File: config.mk
export PLATFORM = sky130hd
export DESIGN_NAME = instr_controller_flat
export DESIGN_NICKNAME = d
export VERILOG_FILES = /design/src/rtl/instr_controller_if.sv /design/src/rtl/instr_controller.sv /design/src/flat_wrapper.sv
export SDC_FILE = /design/constraint.sdc
export NUM_CORES = 1
export LEC_CHECK = 0
export ABC_AREA = 1
export CORE_ASPECT_RATIO = 1.5
export CORE_MARGIN = 4
export CORE_UTILIZATION = 38
export DETAILED_ROUTE_END_ITERATION = 6
export GPL_TIMING_DRIVEN = 1
export PLACE_DENSITY = 0.84
export SYNTH_ARGS = -nofsm -noshare
export SYNTH_HDL_FRONTEND = slang
export SYNTH_SLANG_ARGS = --single-unit
export TNS_END_PERCENT = 10
File: constraint.sdc
create_clock -name clk -period 1.45 [get_ports clk]
set_clock_uncertainty 0.1 [all_clocks]
set_input_delay 0.29 -clock clk [delete_from_list [all_inputs] [get_ports clk]]
set_output_delay 0.29 -clock clk [all_outputs]
set_load 0.01 [all_outputs]
File: src/rtl/instr_controller_if.sv
// Handshake/control bundle between the instruction controller and its
// neighbours (instruction source on one side, datapath on the other).
//   s, load, in        : start request, IR load enable, instruction word
//   w, illegal         : idle/ready flag, undefined-encoding pulse
//   readnum..loads     : datapath control inputs
//   sximm5, sximm8     : sign-extended immediates from the IR
// master = instruction source / bench, slave = instr_controller.
interface instr_controller_if;
    logic        s;
    logic        load;
    logic [15:0] in;
    logic        w;
    logic        illegal;
    logic [2:0]  readnum;
    logic [2:0]  writenum;
    logic        write;
    logic [3:0]  vsel;
    logic        loada;
    logic        loadb;
    logic        asel;
    logic        bsel;
    logic [1:0]  shift;
    logic [1:0]  ALUop;
    logic        loadc;
    logic        loads;
    logic [15:0] sximm5;
    logic [15:0] sximm8;

    modport master (
        output s, load, in,
        input  w, illegal, readnum, writenum, write, vsel, loada, loadb,
               asel, bsel, shift, ALUop, loadc, loads, sximm5, sximm8
    );

    modport slave (
        input  s, load, in,
        output w, illegal, readnum, writenum, write, vsel, loada, loadb,
               asel, bsel, shift, ALUop, loadc, loads, sximm5, sximm8
    );
endinterface

File: src/rtl/instr_controller.sv
// Instruction register, decoder and Moore control FSM feeding the datapath.
// Sequences one instruction (MOV imm, MOV reg, ADD, CMP, AND, MVN) per start
// request, one state per register-file / register access.
// Ports:
//   clk   : rising-edge clock
//   rst_n : asynchronous active-low reset (IR=0, FSM to WAIT)
//   bus   : instr_controller_if.slave -- s/load/in in, all controls out
module instr_controller (
    input  logic               clk,
    input  logic               rst_n,
    instr_controller_if.slave  bus
);

    typedef enum logic [2:0] {
        S_WAIT, S_DECODE, S_WIMM, S_GETA, S_GETB, S_EXEC, S_WREG
    } state_t;

    state_t      state_q, state_d;
    logic [15:0] ir_q, ir_d;

    // instruction fields
    logic [2:0] op, rn, rd, rm;
    logic [1:0] sub, sh;
    assign op  = ir_q[15:13];
    assign sub = ir_q[12:11];
    assign rn  = ir_q[10:8];
    assign rd  = ir_q[7:5];
    assign sh  = ir_q[4:3];
    assign rm  = ir_q[2:0];

    logic is_movi, is_movr, is_alu, is_cmp, is_mvn;
    assign is_movi = (op == 3'b110) && (sub == 2'b10);
    assign is_movr = (op == 3'b110) && (sub == 2'b00);
    assign is_alu  = (op == 3'b101);
    assign is_cmp  = is_alu && (sub == 2'b01);
    assign is_mvn  = is_alu && (sub == 2'b11);

    // IR only accepts a new word while idle; DECODE therefore always sees
    // the word present when s was sampled.
    always_comb begin
        ir_d = ir_q;
        if (state_q == S_WAIT && bus.load)
            ir_d = bus.in;
    end

    always_ff @(posedge clk or negedge rst_n) begin
        if (!rst_n) begin
            state_q <= S_WAIT;
            ir_q    <= 16'h0000;
        end else begin
            state_q <= state_d;
            ir_q    <= ir_d;
        end
    end

    logic       w_c, illegal_c, write_c, loada_c, loadb_c, asel_c, bsel_c;
    logic       loadc_c, loads_c;
    logic [2:0] readnum_c, writenum_c;
    logic [3:0] vsel_c;
    logic [1:0] shift_c, aluop_c;

    always_comb begin
        state_d    = state_q;
        w_c        = 1'b0;
        illegal_c  = 1'b0;
        readnum_c  = 3'd0;
        writenum_c = 3'd0;
        write_c    = 1'b0;
        vsel_c     = 4'b0001;   // C path is the resting write-data select
        loada_c    = 1'b0;
        loadb_c    = 1'b0;
        asel_c     = 1'b0;
        bsel_c     = 1'b0;
        shift_c    = 2'b00;
        aluop_c    = 2'b00;
        loadc_c    = 1'b0;
        loads_c    = 1'b0;

        case (state_q)
            S_WAIT: begin
                w_c = 1'b1;
                if (bus.s) state_d = S_DECODE;
            end
            S_DECODE: begin
                if (is_movi)                 state_d = S_WIMM;
                else if (is_movr || is_mvn)  state_d = S_GETB;   // single-operand
                else if (is_alu)             state_d = S_GETA;
                else begin
                    illegal_c = 1'b1;
                    state_d   = S_WAIT;
                end
            end
            S_WIMM: begin
                write_c    = 1'b1;
                writenum_c = rn;
                vsel_c     = 4'b0100;
                state_d    = S_WAIT;
            end
            S_GETA: begin
                readnum_c = rn;
                loada_c   = 1'b1;
                state_d   = S_GETB;
            end
            S_GETB: begin
                readnum_c = rm;
                loadb_c   = 1'b1;
                state_d   = S_EXEC;
            end
            S_EXEC: begin
                shift_c = sh;
                aluop_c = sub;
                if (is_movr) begin
                    // MOV reg is 0 + shifted B
                    asel_c  = 1'b1;
                    aluop_c = 2'b00;
                end
                if (is_cmp) begin
                    loads_c = 1'b1;
                    state_d = S_WAIT;
                end else begin
                    loadc_c = 1'b1;
                    state_d = S_WREG;
                end
            end
            S_WREG: begin
                write_c    = 1'b1;
                writenum_c = rd;
                vsel_c     = 4'b0001;
                state_d    = S_WAIT;
            end
            default: state_d = S_WAIT;
        endcase
    end

    assign bus.w        = w_c;
    assign bus.illegal  = illegal_c;
    assign bus.readnum  = readnum_c;
    assign bus.writenum = writenum_c;
    assign bus.write    = write_c;
    assign bus.vsel     = vsel_c;
    assign bus.loada    = loada_c;
    assign bus.loadb    = loadb_c;
    assign bus.asel     = asel_c;
    assign bus.bsel     = bsel_c;
    assign bus.shift    = shift_c;
    assign bus.ALUop    = aluop_c;
    assign bus.loadc    = loadc_c;
    assign bus.loads    = loads_c;
    assign bus.sximm5   = {{11{ir_q[4]}}, ir_q[4:0]};
    assign bus.sximm8   = {{8{ir_q[7]}}, ir_q[7:0]};

endmodule

File: src/flat_wrapper.sv
// flat-port wrapper written by rule: the top's interface ports become plain ports
module instr_controller_flat 
  (clk, rst_n, bus_s, bus_load, bus_in, bus_w, bus_illegal, bus_readnum, bus_writenum, bus_write, bus_vsel, bus_loada, bus_loadb, bus_asel, bus_bsel, bus_shift, bus_ALUop, bus_loadc, bus_loads, bus_sximm5, bus_sximm8);
  instr_controller_if bus_i ();
  input  logic clk;
  input  logic rst_n;
  input wire logic [$bits(bus_i.s)-1:0] bus_s;
  input wire logic [$bits(bus_i.load)-1:0] bus_load;
  input wire logic [$bits(bus_i.in)-1:0] bus_in;
  output wire logic [$bits(bus_i.w)-1:0] bus_w;
  output wire logic [$bits(bus_i.illegal)-1:0] bus_illegal;
  output wire logic [$bits(bus_i.readnum)-1:0] bus_readnum;
  output wire logic [$bits(bus_i.writenum)-1:0] bus_writenum;
  output wire logic [$bits(bus_i.write)-1:0] bus_write;
  output wire logic [$bits(bus_i.vsel)-1:0] bus_vsel;
  output wire logic [$bits(bus_i.loada)-1:0] bus_loada;
  output wire logic [$bits(bus_i.loadb)-1:0] bus_loadb;
  output wire logic [$bits(bus_i.asel)-1:0] bus_asel;
  output wire logic [$bits(bus_i.bsel)-1:0] bus_bsel;
  output wire logic [$bits(bus_i.shift)-1:0] bus_shift;
  output wire logic [$bits(bus_i.ALUop)-1:0] bus_ALUop;
  output wire logic [$bits(bus_i.loadc)-1:0] bus_loadc;
  output wire logic [$bits(bus_i.loads)-1:0] bus_loads;
  output wire logic [$bits(bus_i.sximm5)-1:0] bus_sximm5;
  output wire logic [$bits(bus_i.sximm8)-1:0] bus_sximm8;
  assign bus_i.s = bus_s;
  assign bus_i.load = bus_load;
  assign bus_i.in = bus_in;
  assign bus_w = bus_i.w;
  assign bus_illegal = bus_i.illegal;
  assign bus_readnum = bus_i.readnum;
  assign bus_writenum = bus_i.writenum;
  assign bus_write = bus_i.write;
  assign bus_vsel = bus_i.vsel;
  assign bus_loada = bus_i.loada;
  assign bus_loadb = bus_i.loadb;
  assign bus_asel = bus_i.asel;
  assign bus_bsel = bus_i.bsel;
  assign bus_shift = bus_i.shift;
  assign bus_ALUop = bus_i.ALUop;
  assign bus_loadc = bus_i.loadc;
  assign bus_loads = bus_i.loads;
  assign bus_sximm5 = bus_i.sximm5;
  assign bus_sximm8 = bus_i.sximm8;
  instr_controller u_core (.clk(clk), .rst_n(rst_n), .bus(bus_i));
endmodule
==> run metrics, run 1 <==
peak supply drop=around 1200 uV; post-route design area=2190 um2; layout cell share with drive strength beyond 1=52.3%; CP endpoint kind=primary output; final count of pins violating max slew=0; vias in the first global route=between 1000 and 1500; xor/xnor cell area share of the yosys netlist=0%; DRC=0; Max Clock Freq=roughly 0.56 GHz; Synth Area in Adders=0%; Clk pwr share=roughly 8%; cells after synthesis=about 170; 1st-pass router iterations=4; met3 usage=~1.6%; simple-gate area share of the yosys netlist=27.6%; CP Launch Type=flip-flop; die width=roughly 56 um; RePlAce Congestion=approximately 0.82; Ys Warns=0; crit path DAT=approximately 1400 ps; final hold vios=0; Post-Route WL=~4100 um; grt total ovfl=0; global-route wire length before repair=around 6000 um; syn_area_per_cell=7.70 um2; clock slew at reported path FFs=~80 ps; status=finished with violations; LEAKAGE=roughly 1.2 nW; sequential power share=a little over a fifth; CP Max Fanout=3; htree depth=1; Initial Utilization=between 40% and 50%; CTS tree=done; non-filler cells, final=around 300; clock sinks=19; core area=3220 um2; min Tclk post-route=1790 ps; met1 GRT Util=16.7%; Clock Latency Late Sink=between 200 and 300 ps; pre-CTS WS=-462 ps; Syn Std Cell Area=between 1000 and 1500 um2; CTS Buf Count=3; # setup viols final=36; part of the Yosys area used for sequential elements=between 30% and 40%; Internal=about 2.6 mW; power per cell area=between 2000 and 2500 nW/um2; WL/cell=13.9 um; register bit total from synthesis=19; failing checks=setup timing; Placement Cell Area=around 2000 um2; ANT nets after route=0; post-synth top area share=a little over a third; worst hold path class=in -> async; largest family of logic cells by synthesized area=buffers and inverters; full die area=approximately 4400 um2; Die H=79.7 um; root buffer cell=clkbuf_8; placed insts=276; clock buffer depth=2; Area Overhead vs Synth=68.4%; initial antenna violation count=0; mux cell area share after synthesis=0%; total power=between 4 and 5 mW; Worst Path Required=~1100 ps; Net count, final=277; sw power=2.07 mW; max cap viols=0; via count=~1400; post-synth cell types=20; top post-synthesis cells by area=dfrtp_1, buf_4, nand2_1; Sw Share=between 40% and 50%; RSZ-0062 raised after global routing=yes; largest net degree at the start of global routing=24; Tcrit/Tclk final=123%; gr usage total=17.4%; GR peak layer=met2; DP HPWL=~2700 um; CTS Hold Bufs=0; # rows=25; I/O pin cnt=75; combinational share of power=between 70% and 80%; met2 usage=35.4%; ANT cells=0; IO Port Bufs=a little over 70; final core utilization=between 60% and 70%; cell accounting for the most synthesized area=dfrtp_1; Via density=roughly 4.6; worst setup margin=-340 ps; initial DRC count=39; Worst Path Class, Setup=reg -> out; fraction of the mapped netlist area in compound gates=roughly 7.4%
-- cells by family after synthesis --
logic type,Yosys count
simple gates,80
buf+inv,55
flops,19
compound gates,14
other cells,1
-- cell usage after synthesis --
master / count
nand3_1: 18
inv_2: 2
buf_12: 1
nand2_1: 37
a21oi_1: 1
o21ai_0: 6
nand2_2: 1
nand2_4: 1
nor3_1: 1
inv_1: 14
buf_4: 36
conb_1: 1
a21oi_2: 7
buf_6: 1
nor2_2: 6
dfrtp_1: 19
buf_2: 1
nand4_1: 1
nor2_1: 14
nor2_4: 1
-- stage by stage --
stage	hold slack, ps	setup TNS (ps)
floorplan	-106	-36.3
global placement	381	-8080
detailed placement	396	-8920
CTS	271	-4560
global route	284	-9480
finish	256	-6400
-- routing by layer --
metal / vias up / share of wire, %
met2: 59 / 58
met1: 643 / 35
li1: 663 / -
met4: 0 / 2.1
met3: 8 / 5.0
met5: - / 0
-- cell type report --
| type | count | area (um2) |
|---|---|---|
| Sequential cell | 19 | 478 |
| Clock buffer | 3 | 41.3 |
| Multi-Input combinational cell | 97 | 586 |
| Tap cell | 40 | 50.0 |
| Timing Repair Buffer | 120 | 971 |
| Fill cell | 258 | 1030 |
| Inverter | 16 | 60.1 |
| Clock inverter | 1 | 5.00 |
-- power by group through the flow --
stage          combinational (mW)  sequential [mW]  clock [mW]
6_report                     3.31             1.00       0.380
5_1_grt                      3.57             1.03       0.404
4_1_cts                      3.13            0.980       0.376
3_5_place_dp                 3.09            0.972           0
3_3_place_gp                 3.03            0.962           0
2_1_floorplan                1.77             1.02           0
-- flip-flops by register name, indices dropped and copies added (netlist names) --
register and cells:
u_core.ir_q 16, u_core.state_q 3
-- final timing paths --
check / startpoint / endpoint / slack (ps) / depth (start not counted)
setup / recovery: u_core.state_q[2]$_DFFE_PN0P_ / bus_illegal / -340 / 6
hold / removal: rst_n / u_core.ir_q[0]$_DFFE_PN0P_ / 260 / 2
setup reg to reg: u_core.state_q[1]$_DFFE_PN0P_ / u_core.ir_q[9]$_DFFE_PN0P_ / -160 / 9
hold reg to reg: u_core.ir_q[14]$_DFFE_PN0P_ / u_core.ir_q[14]$_DFFE_PN0P_ / 460 / 2
max in group asynchronous: rst_n / u_core.state_q[0]$_DFFE_PN0P_ / 770 / 2
min in group clk: u_core.ir_q[14]$_DFFE_PN0P_ / u_core.ir_q[14]$_DFFE_PN0P_ / 460 / 2
-- worst max-delay path, stage by stage (launching register included) --
cell and delay, ps:
dfrtp_1 400, inv_2 80, nand2_1 80, nor2_2 190
nand2_1 90, nor3_2 150, buf_2 150
-- cell usage in the layout, fill, tap and decap left out --
master / instances
nor2_2: 9
dfrtp_1: 17
clkdlybuf4s15_1: 16
nand2_1: 30
a21oi_2: 7
buf_6: 14
nand2_2: 7
buf_4: 39
nand4_1: 1
buf_2: 22
buf_8: 1
nor3_2: 1
nand3_1: 12
inv_1: 10
nand2_8: 1
nand3_2: 4
nand3_4: 2
nand2_4: 1
nor2_4: 5
conb_1: 3
inv_2: 6
a21oi_1: 1
dfrtp_2: 2
nor2_1: 7
clkdlybuf4s50_1: 19
o21ai_1: 6
clkbuf_8: 3
clkinv_2: 1
clkbuf_2: 9
-- repair_timing --
action | in CTS | in global routing
pin swaps | 13 | 10
endpoints found under the setup margin | 68 | 61
resized for setup | 186 | 38
setup buffers | 12 | 4
Note: power is estimated with default switching activity, not from simulation.
==> run 2, diff against run 1 <==
--- a/config.mk
+++ b/config.mk
@@ -11,6 +11,7 @@
 export CORE_UTILIZATION = 38
 export DETAILED_ROUTE_END_ITERATION = 6
 export GPL_TIMING_DRIVEN = 1
+export HOLD_SLACK_MARGIN = 0.12
 export PLACE_DENSITY = 0.84
 export SYNTH_ARGS = -nofsm -noshare
 export SYNTH_HDL_FRONTEND = slang
==> results of run 2 <==
Same layout as run 1: the final DEF is identical, and so are final timing and power.
==> run 3, diff against run 2 <==
--- a/config.mk
+++ b/config.mk
@@ -6,6 +6,7 @@
 export NUM_CORES = 1
 export LEC_CHECK = 0
 export ABC_AREA = 1
+export CAP_MARGIN = 20
 export CORE_ASPECT_RATIO = 1.5
 export CORE_MARGIN = 4
 export CORE_UTILIZATION = 38
==> results of run 3 <==
Same layout as run 1: the final DEF is identical, and so are final timing and power.
